File: config.mk
export PLATFORM = sky130hd
export DESIGN_NAME = minmax_scanner
export DESIGN_NICKNAME = d
export VERILOG_FILES = /design/src/rtl/fp32_pkg.sv /design/src/rtl/fp32_cmp.sv /design/src/rtl/minmax_scanner.sv
export SDC_FILE = /design/constraint.sdc
export NUM_CORES = 1
export LEC_CHECK = 0
export BUFFER_PORTS_ARGS = -buffer_cell sky130_fd_sc_hd__buf_2
export CORE_MARGIN = 3
export CORE_UTILIZATION = 60
export CTS_CLUSTER_DIAMETER = 80
export DETAILED_ROUTE_END_ITERATION = 12
export PLACE_DENSITY_LB_ADDON = 0.2
export RECOVER_POWER = 25
export SYNTH_ARGS = -nofsm -noshare
export SYNTH_HDL_FRONTEND = slang
export SYNTH_SLANG_ARGS = --single-unit
File: constraint.sdc
create_clock -name clk -period 5.75 [get_ports clk]
set_input_delay 0.575 -clock clk [delete_from_list [all_inputs] [get_ports clk]]
set_output_delay 0.575 -clock clk [all_outputs]
set_load 0.02 [all_outputs]
File: src/rtl/fp32_pkg.sv
// Shared fp32 field positions, constants and scanner state encoding.
package fp32_pkg;

    localparam int          FP32_SIGN    = 31;
    localparam int          EXP_MSB      = 30;
    localparam int          EXP_LSB      = 23;
    localparam int          MANT_MSB     = 22;
    localparam logic [7:0]  EXP_ALL_ONES = 8'hFF;
    localparam logic [31:0] QNAN         = 32'h7FC0_0000;

    typedef enum logic [2:0] {
        ST_IDLE,
        ST_LOAD,
        ST_FINAL,
        ST_ISSUE,
        ST_WAIT,
        ST_DONE
    } scan_state_e;

endpackage

File: src/rtl/fp32_cmp.sv
// Total-order fp32 comparator: sign-magnitude mapped to an unsigned key, so -0 < +0.
module fp32_cmp
    import fp32_pkg::*;
(
    input  logic [31:0] a,
    input  logic [31:0] b,
    output logic        a_lt_b,
    output logic        a_gt_b,
    output logic        a_nan,
    output logic        b_nan
);

    logic [31:0] key_a;
    logic [31:0] key_b;

    assign key_a  = a[FP32_SIGN] ? ~a : (a ^ 32'h8000_0000);
    assign key_b  = b[FP32_SIGN] ? ~b : (b ^ 32'h8000_0000);

    assign a_lt_b = key_a < key_b;
    assign a_gt_b = key_a > key_b;

    assign a_nan  = (a[EXP_MSB:EXP_LSB] == EXP_ALL_ONES) && (a[MANT_MSB:0] != '0);
    assign b_nan  = (b[EXP_MSB:EXP_LSB] == EXP_ALL_ONES) && (b[MANT_MSB:0] != '0);

endmodule

File: src/rtl/minmax_scanner.sv
// Buffers a batch of fp32 samples, tracks min/max, then replays each sample to the normalizer.
//   state | meaning
//   IDLE  | waiting for first sample of a batch
//   LOAD  | accepting further samples, updating min/max
//   FINAL | batch closed, resolve flat, point replay at index 0
//   ISSUE | sample presented, start normalizer once it is not busy
//   WAIT  | waiting for the normalizer result
//   DONE  | batch replayed, clear count
module minmax_scanner
    import fp32_pkg::*;
#(
    parameter int ADDR_W = 4
) (
    input  logic              clk,
    input  logic              rst,
    input  logic              in_valid,
    output logic              in_ready,
    input  logic [31:0]       in_data,
    input  logic              in_last,
    output logic              norm_start,
    input  logic              norm_busy,
    input  logic              norm_valid,
    input  logic [31:0]       norm_result,
    output logic [31:0]       sample_out,
    output logic [31:0]       max_out,
    output logic [31:0]       min_out,
    output logic              res_valid,
    output logic [31:0]       res_data,
    output logic [ADDR_W-1:0] res_index,
    output logic              flat,
    output logic              nan_seen,
    output logic              done
);

    localparam int              DEPTH    = 2 ** ADDR_W;
    localparam logic [ADDR_W:0] LAST_CNT = (ADDR_W + 1)'(DEPTH - 1);

    scan_state_e       state_q, state_d;
    logic [ADDR_W:0]   count_q, count_d;
    logic [ADDR_W-1:0] rd_q, rd_d;
    logic [31:0]       min_q, min_d, max_q, max_d, sample_q, sample_d;
    logic [31:0]       res_data_q, res_data_d;
    logic [ADDR_W-1:0] res_index_q, res_index_d;
    logic              have_num_q, have_num_d, flat_q, flat_d, nan_q, nan_d;
    logic              start_q, start_d, res_valid_q, res_valid_d, done_q, done_d;
    logic [31:0]       mem_q [DEPTH];

    logic accept, samp_nan, lt_min, gt_max;
    logic unused_gt_min, unused_nan_min, unused_lt_max, unused_a_nan_max, unused_b_nan_max;

    fp32_cmp u_cmp_min (
        .a(in_data), .b(min_q), .a_lt_b(lt_min), .a_gt_b(unused_gt_min),
        .a_nan(samp_nan), .b_nan(unused_nan_min)
    );

    fp32_cmp u_cmp_max (
        .a(in_data), .b(max_q), .a_lt_b(unused_lt_max), .a_gt_b(gt_max),
        .a_nan(unused_a_nan_max), .b_nan(unused_b_nan_max)
    );

    assign in_ready = (state_q == ST_IDLE) || (state_q == ST_LOAD);
    assign accept   = in_valid && in_ready;

    always_comb begin
        state_d     = state_q;
        count_d     = count_q;
        rd_d        = rd_q;
        min_d       = min_q;
        max_d       = max_q;
        sample_d    = sample_q;
        res_data_d  = res_data_q;
        res_index_d = res_index_q;
        have_num_d  = have_num_q;
        flat_d      = flat_q;
        nan_d       = nan_q;
        start_d     = 1'b0;
        res_valid_d = 1'b0;
        done_d      = 1'b0;

        case (state_q)
            ST_IDLE: begin
                if (accept) begin
                    count_d = count_q + 1'b1;
                    flat_d  = 1'b0;
                    if (samp_nan) begin
                        min_d      = QNAN;
                        max_d      = QNAN;
                        have_num_d = 1'b0;
                        nan_d      = 1'b1;
                    end else begin
                        min_d      = in_data;
                        max_d      = in_data;
                        have_num_d = 1'b1;
                        nan_d      = 1'b0;
                    end
                    state_d = in_last ? ST_FINAL : ST_LOAD;
                end
            end
            ST_LOAD: begin
                if (accept) begin
                    count_d = count_q + 1'b1;
                    if (samp_nan) begin
                        nan_d = 1'b1;
                    end else if (!have_num_q) begin
                        // First numeric sample replaces the all-NaN default
                        min_d      = in_data;
                        max_d      = in_data;
                        have_num_d = 1'b1;
                    end else begin
                        if (lt_min) min_d = in_data;
                        if (gt_max) max_d = in_data;
                    end
                    if (in_last || count_q == LAST_CNT) state_d = ST_FINAL;
                end
            end
            ST_FINAL: begin
                flat_d   = (min_q == max_q) || ((min_q[30:0] == '0) && (max_q[30:0] == '0));
                rd_d     = '0;
                sample_d = mem_q[0];
                state_d  = ST_ISSUE;
            end
            ST_ISSUE: begin
                if (!norm_busy) begin
                    start_d = 1'b1;
                    state_d = ST_WAIT;
                end
            end
            ST_WAIT: begin
                if (norm_valid) begin
                    res_data_d  = norm_result;
                    res_index_d = rd_q;
                    res_valid_d = 1'b1;
                    if ({1'b0, rd_q} == count_q - 1'b1) begin
                        done_d  = 1'b1;
                        state_d = ST_DONE;
                    end else begin
                        rd_d     = rd_q + 1'b1;
                        sample_d = mem_q[rd_q + 1'b1];
                        state_d  = ST_ISSUE;
                    end
                end
            end
            ST_DONE: begin
                count_d = '0;
                state_d = ST_IDLE;
            end
            default: state_d = ST_IDLE;
        endcase
    end

    always_ff @(posedge clk or posedge rst) begin
        if (rst) begin
            state_q     <= ST_IDLE;
            count_q     <= '0;
            rd_q        <= '0;
            min_q       <= '0;
            max_q       <= '0;
            sample_q    <= '0;
            res_data_q  <= '0;
            res_index_q <= '0;
            have_num_q  <= 1'b0;
            flat_q      <= 1'b0;
            nan_q       <= 1'b0;
            start_q     <= 1'b0;
            res_valid_q <= 1'b0;
            done_q      <= 1'b0;
        end else begin
            state_q     <= state_d;
            count_q     <= count_d;
            rd_q        <= rd_d;
            min_q       <= min_d;
            max_q       <= max_d;
            sample_q    <= sample_d;
            res_data_q  <= res_data_d;
            res_index_q <= res_index_d;
            have_num_q  <= have_num_d;
            flat_q      <= flat_d;
            nan_q       <= nan_d;
            start_q     <= start_d;
            res_valid_q <= res_valid_d;
            done_q      <= done_d;
        end
    end

    always_ff @(posedge clk) begin
        if (accept) mem_q[count_q[ADDR_W-1:0]] <= in_data;
    end

    assign norm_start = start_q;
    assign sample_out = sample_q;
    assign max_out    = max_q;
    assign min_out    = min_q;
    assign res_valid  = res_valid_q;
    assign res_data   = res_data_q;
    assign res_index  = res_index_q;
    assign flat       = flat_q;
    assign nan_seen   = nan_q;
    assign done       = done_q;

endmodule

Yosys cells after proc, flatten, opt, wreduce, memory -nomap -nowiden --
Memory sizes are Yosys's and may differ from the RTL's. Index checks and enable logic that the tools add are counted.
Word-level totals: bits in registers 150, RAM bits 512, output and inout bits 138, word-level logic and storage cells 122, memories 1
Memories:
- mem_q | depth 16, bits a word 32, rd ports 2, clocked after Yosys merged registers in 0, wr ports 1, line minmax_scanner.sv:46 | logic [31:0] mem_q [DEPTH];
Operators by class: add/subtract/negate cells 3, magnitude comparators 2, equal/unequal tests 20, muxes and demuxes 52, bitwise logic cells 6, reduce and logical (&&, ||, !) cells 24
Operator list (count):
- two-way mux 32 bit | 15
- one-hot mux 32 bit (2 select lines) | 3
- inverter 32 bit | 3
- zero test 31 bit | 2
- equality test 32 bit | 1
- > comparator 32 bit | 1
- < comparator 32 bit | 1
- nonzero test 23 bit | 1
- two-way mux 1 bit | 18
- two-way mux 3 bit | 6
- one-hot mux 3 bit (5 select lines) | 1
- AND reduction 5 bit | 3
- inequality test 2 bit (second input constant) | 7
- one-hot mux 5 bit (2 select lines) | 1
- equality test 8 bit (second input constant) | 1
- two-way mux 4 bit | 2
- one-hot mux 4 bit (2 select lines) | 1
- AND reduction 4 bit | 2
- nonzero test 2 bit | 4
- equality test 3 x 2 -> 1 bit (second input constant) | 2
- equality test 3 bit (second input constant) | 2
- inequality test 3 bit (second input constant) | 2
- one-hot mux 1 bit (2 select lines) | 3
- AND reduction 2 bit | 3
- 15 further kinds | 22

Logic depth before layout (Yosys ltp) --
word-level depth 8, depth in mapped cells 12, gate-level depth less buffers 9

Modules after synthesis --
Synthesis repeated with hierarchy kept, for this count alone.
Unflattened totals: cells, all modules 1913, area, all modules 29313.1 um2
Modules (own cells, without submodules):
- minmax_scanner | times used 1, cells an instance 1557, area each 26452.9 um2, seq. area each 19128.3 um2
- fp32_cmp at u_cmp_min | times used 1, cells an instance 178, area each 1436.4 um2, seq. area each 0.0 um2
- fp32_cmp at u_cmp_max | times used 1, cells an instance 178, area each 1423.9 um2, seq. area each 0.0 um2

Worst setup path before layout --
Ideal clock, no wire load.
path kind input port to flip-flop, start point input port in_data[31], end point register max_q[13] (netlist: max_out[13]), setup time 125 ps, arrival 3340 ps, setup slack 2285 ps, cell stages on the path 11, buffers on the path 3, cells stage by stage clkbuf_1 -> buf_1 -> xor2_1 -> ha_1 -> nor2b_1 -> o211ai_1 -> a21oi_1 -> o311a_1 -> o211ai_2 -> clkbuf_1 -> mux2_2
On the way: cells in the longest elaborated chain, start to end 5
Ends and longest elaborated chain:
- start: declaration | line minmax_scanner.sv:18 | input logic [31:0] in_data,
- inverter 1 bit (no line) / inverter 32 bit (equally long branches)
- two-way mux 32 bit (*) | line fp32_cmp.sv:16 | assign key_a = a[FP32_SIGN] ? ~a : (a ^ 32'h8000_0000);
- > comparator 32 bit (*) | line fp32_cmp.sv:20 | assign a_gt_b = key_a > key_b;
- inequality test 3 bit (no line) (*)
- AND reduction 5 bit (no line) (*)
- end signal: assignment | line minmax_scanner.sv:172 | max_q <= max_d;
- end: declaration | line minmax_scanner.sv:41 | logic [31:0] min_q, min_d, max_q, max_d, sample_q, sample_d;
Every way passes the cells marked *; elsewhere a longest branch is shown, timed or not. A chain may end at the register's enable or synchronous reset.

Worst setup path in the final report --
start point register max_q[31] (netlist: max_out[31]), end point register max_q[31] (netlist: max_out[31])
On the way: cells in the longest elaborated chain, start to end 5
Ends and longest elaborated chain:
- inverter 1 bit (no line) / inverter 32 bit (equally long branches)
- two-way mux 32 bit (*) | line fp32_cmp.sv:17 | assign key_b = b[FP32_SIGN] ? ~b : (b ^ 32'h8000_0000);
- > comparator 32 bit (*) | line fp32_cmp.sv:20
- inequality test 3 bit (no line) (*)
- AND reduction 5 bit (no line) (*)
Marks and branches as above.

==> PnR_summary.wiki <==
{| class="wikitable"
! Metric !! Value
|-
| Synth Warn # || 0
|-
| Crit end category || flip-flop
|-
| Antenna violations before repair || 1
|-
| Via count of the first global-routing pass || 17.5k
|-
| Effective utilization at floorplan || 0.610
|-
| Clock input transition at the sequential cells of the worst setup and hold paths || 0.06 ns
|-
| Initial DRT Pass Iterations || 6
|-
| Total detailed-routing wirelength || 69,700 um
|-
| Pins over their slew limit || 0
|-
| ANT nets after route || 0
|-
| Overflow left after global routing || 0
|-
| Unrepaired setup endpoints after global routing || no
|-
| Areal power density over the cells || 519 mW/mm^2
|-
| Fillcell total || 3,118
|-
| Cell row count || 79
|-
| Yosys cell types || 57
|-
| TritonCTS buffer count || 68
|-
| Die Y || 224 um
|-
| Deepest clock path buffer count || 3
|-
| TritonCTS clock tree || yes
|-
| Root Buffer Master || sky130_fd_sc_hd__clkbuf_16
|-
| FF-to-FF setup slack || 1.72 ns
|-
| Worst r2r path cells || 9
|-
| Setup WS pre-CTS || 1.41 ns
|-
| Die area || 0.0502 mm^2
|-
| Clock Skew || 0.0285 ns
|-
| Cell with the largest stage delay on the worst path || sky130_fd_sc_hd__dfrtp_2
|-
| Critical path class || reg -> reg
|-
| Portion of synthesized cell area occupied by the leading cell type || 0.539
|-
| Hold path depth || 2
|-
| Top area cells in the synthesized netlist || sky130_fd_sc_hd__edfxtp_1, sky130_fd_sc_hd__dfrtp_1, sky130_fd_sc_hd__mux4_2, sky130_fd_sc_hd__ha_1, sky130_fd_sc_hd__xnor2_1
|-
| Total number of nets in the final design || 2,119
|-
| Top FF cell, synth || sky130_fd_sc_hd__edfxtp_1
|-
| Sequential element share of the synthesized area || 0.670
|-
| Post-route fraction of the period consumed by the critical path || 0.701
|-
| Kind of path behind the tightest hold check || in -> reg
|-
| Most numerous cell in the Yosys netlist || sky130_fd_sc_hd__edfxtp_1
|-
| Setup WS post-layout || 1.72 ns
|-
| Worst path arrival time || 4.52 ns
|-
| Minimum clock period || 4.03 ns
|-
| Yosys top cell by area || sky130_fd_sc_hd__edfxtp_1
|-
| Setup-violating endpoint count in the final report || 0
|-
| Fraction of layout instances using a drive strength above 1 || 0.262
|-
| Transition time of the tightest slew-check pin || 1.30 ns
|-
| Leak Pwr || 0.0115 uW
|-
| Detailed-route wire length per cell || 26.4 um
|-
| Global-route wire length before repair || 106,000 um
|-
| Number of maximum-capacitance constraint violations || 0
|-
| Number of synthesized flops with an enable pin || 512
|-
| Routability Congestion || 0.899
|-
| Number of I/O port buffers || 207
|-
| Outcome || completed
|-
| Critical path fanouts, max || 35
|-
| Detailed-route DRC error count || 0
|-
| Number of I/O pins || 208
|-
| Number of standard cells after synthesis || 1,773
|-
| Per-cell via count in the routed design || 6.31
|-
| Worst slew slack as a fraction of its limit || 0.134
|-
| Required time of the critical path || 6.23 ns
|-
| Placeable core region || 0.0468 mm^2
|-
| Pin count of the biggest net entering global routing || 83
|-
| Number of antenna repair diodes || 0
|-
| Number of H-tree branching levels || 3
|-
| Number of DRC markers in iteration 0 || 1,689
|-
| Sum of net half-perimeters after detailed placement || 41,100 um
|-
| Syn nets || 1,913
|-
| Kind of launch point of the worst setup path || flip-flop
|-
| Sequence of cells on the critical path || xnor2_1 > ha_1 > a21oi_1 > o21ai_0 > a221oi_1 > o2111ai_1 > o211ai_4 > buf_4 > mux2_2
|-
| Delay contributed by the slowest stage of the critical path || 0.99 ns
|-
| Maximum operating frequency || 248 MHz
|-
| Proportion of synthesized flip-flops having asynchronous set or reset || 0.227
|-
| Clk sink count || 662
|-
| Average cell area after synthesis || 16.1 um^2
|-
| Commonest cells in the synthesized netlist || sky130_fd_sc_hd__edfxtp_1, sky130_fd_sc_hd__nand2_1, sky130_fd_sc_hd__dfrtp_1, sky130_fd_sc_hd__mux4_2, sky130_fd_sc_hd__a21oi_1
|-
| Sum of negative setup slack || 0 ns
|-
| Final Hold Slack || 0.202 ns
|-
| DIE WIDTH || 224 um
|-
| Layout overhead on the synthesized area || 13.3%
|-
| Synth Register Bits || 662
|-
| Final hold violation count || 0
|-
| Post-Synthesis Cell Area || 0.0285 mm^2
|-
| Peak supply drop || 0.402 mV
|-
| Gr usage total || 0.283
|-
| Via count || 16.7k
|-
| Design Power || 16,800 uW
|-
| Clock latency of the later-clocked register in the worst-skew pair || 0.60 ns
|}
==> flip-flops by register name (all words and copies together), names as in the netlist, 3 cells and up <==
| register | flops |
|---|---|
| max_out | 32 |
| mem_q | 512 |
| sample_out | 32 |
| res_index | 4 |
| res_data | 32 |
| count_q | 5 |
| rd_q | 4 |
| state_q | 3 |
| min_out | 32 |
==> worst max-delay path: cells and delay by family (launching register included) <==
kind            cells  cell delay (ns)
compound gates      5             1.55
xor+xnor            1             0.21
fa+ha+maj           1             0.35
buf+inv             1             0.41
flops               1             0.99
mux                 1             0.37
==> routing by layer <==
layer | global-route usage | share of wire
met1 | 0.390 | 0.40
met4 | 0.0974 | 0.030
met3 | 0.0578 | 0.080
met5 | 0 | 0
met2 | 0.460 | 0.49
==> final cells by class <==
class / instances / area, um^2 / share of cell area
multi-input combinational: 999 / 8990 / 0.278
tap: 607 / 759 / 0.0235
sequential: 662 / 19100 / 0.592
timing repair buffer: 224 / 1140 / 0.0352
inverter: 24 / 95.1 / 0.00294
clock inverter: 34 / 338 / 0.0104
clock buffer: 91 / 1880 / 0.0582
==> layout by cell type, fill, tap and decap left out, types with 11 or more instances in the layout <==
master and instances:
sky130_fd_sc_hd__xor2_1 35, sky130_fd_sc_hd__dfrtp_1 147, sky130_fd_sc_hd__buf_4 13, sky130_fd_sc_hd__nor3_1 12, sky130_fd_sc_hd__clkbuf_1 45, sky130_fd_sc_hd__o21ai_0 30
sky130_fd_sc_hd__clkbuf_16 70, sky130_fd_sc_hd__and2_1 11, sky130_fd_sc_hd__mux2i_1 14, sky130_fd_sc_hd__mux2_4 17, sky130_fd_sc_hd__nand4_1 28, sky130_fd_sc_hd__nor4_1 24
sky130_fd_sc_hd__and2_2 16, sky130_fd_sc_hd__nor2_1 47, sky130_fd_sc_hd__buf_2 180, sky130_fd_sc_hd__nand3_1 16, sky130_fd_sc_hd__inv_1 22, sky130_fd_sc_hd__mux2_2 57
sky130_fd_sc_hd__xnor2_1 95, sky130_fd_sc_hd__a21oi_1 122, sky130_fd_sc_hd__nand2_1 178, sky130_fd_sc_hd__edfxtp_1 512, sky130_fd_sc_hd__a211oi_1 36, sky130_fd_sc_hd__mux4_2 128
sky130_fd_sc_hd__ha_1 69
==> logic make-up (layout without fill, tap and decap cells) <==
logic type | Yosys count | count (layout) | synth area share
xor gates and xnor gates | 130 | 130 | 0.0399
and+or+nand+nor | 361 | 361 | 0.0591
buffers and inverters | 112 | 373 | 0.0164
AOI/OAI and AO/OA | 222 | 222 | 0.0462
adders and majority gates | 70 | 70 | 0.0307
DFF | 662 | 662 | 0.670
muxes | 216 | 216 | 0.137
==> per-stage QoR <==
stage	std cells	utilization	instance area, um^2
floorplan	1773	-	28500
global placement	2515	0.645	30200
detailed placement	2515	0.645	30200
CTS	2641	0.693	32400
global route	2641	0.692	32300
finish	2641	0.692	32300
==> where the power goes <==
part	internal [uW]	total [uW]	switching, uW	leakage [uW]
Combinational	2610	5650	3040	0.00403
Sequential	5840	6770	925	0.00640
Clock	2540	4380	1830	0.00107
Total	11000	16800	5800	0.0115
==> path summary, 6_finish.rpt <==
check	startpoint	end
setup reg to reg	max_out[31]$_DFFE_PP0P_	max_out[31]$_DFFE_PP0P_
hold / removal	norm_result[5]	res_data[5]$_DFFE_PP0P_
min in group asynchronous	rst	res_data[8]$_DFFE_PP0P_
hold reg to reg	res_index[2]$_DFFE_PP0P_	res_index[2]$_DFFE_PP0P_
setup / recovery	max_out[31]$_DFFE_PP0P_	max_out[31]$_DFFE_PP0P_
max in group asynchronous	rst	rd_q[0]$_DFFE_PP0P_
==> timing repair <==
action / in CTS / in global routing
setup endpoints to repair: 0 / 0
setup buffers: 0 / 0
hold buffers: 1 / 0
hold endpoints to repair: 40 / 0
gates resized for setup: 0 / 0
No activity file was read; power rests on OpenSTA's default activity.
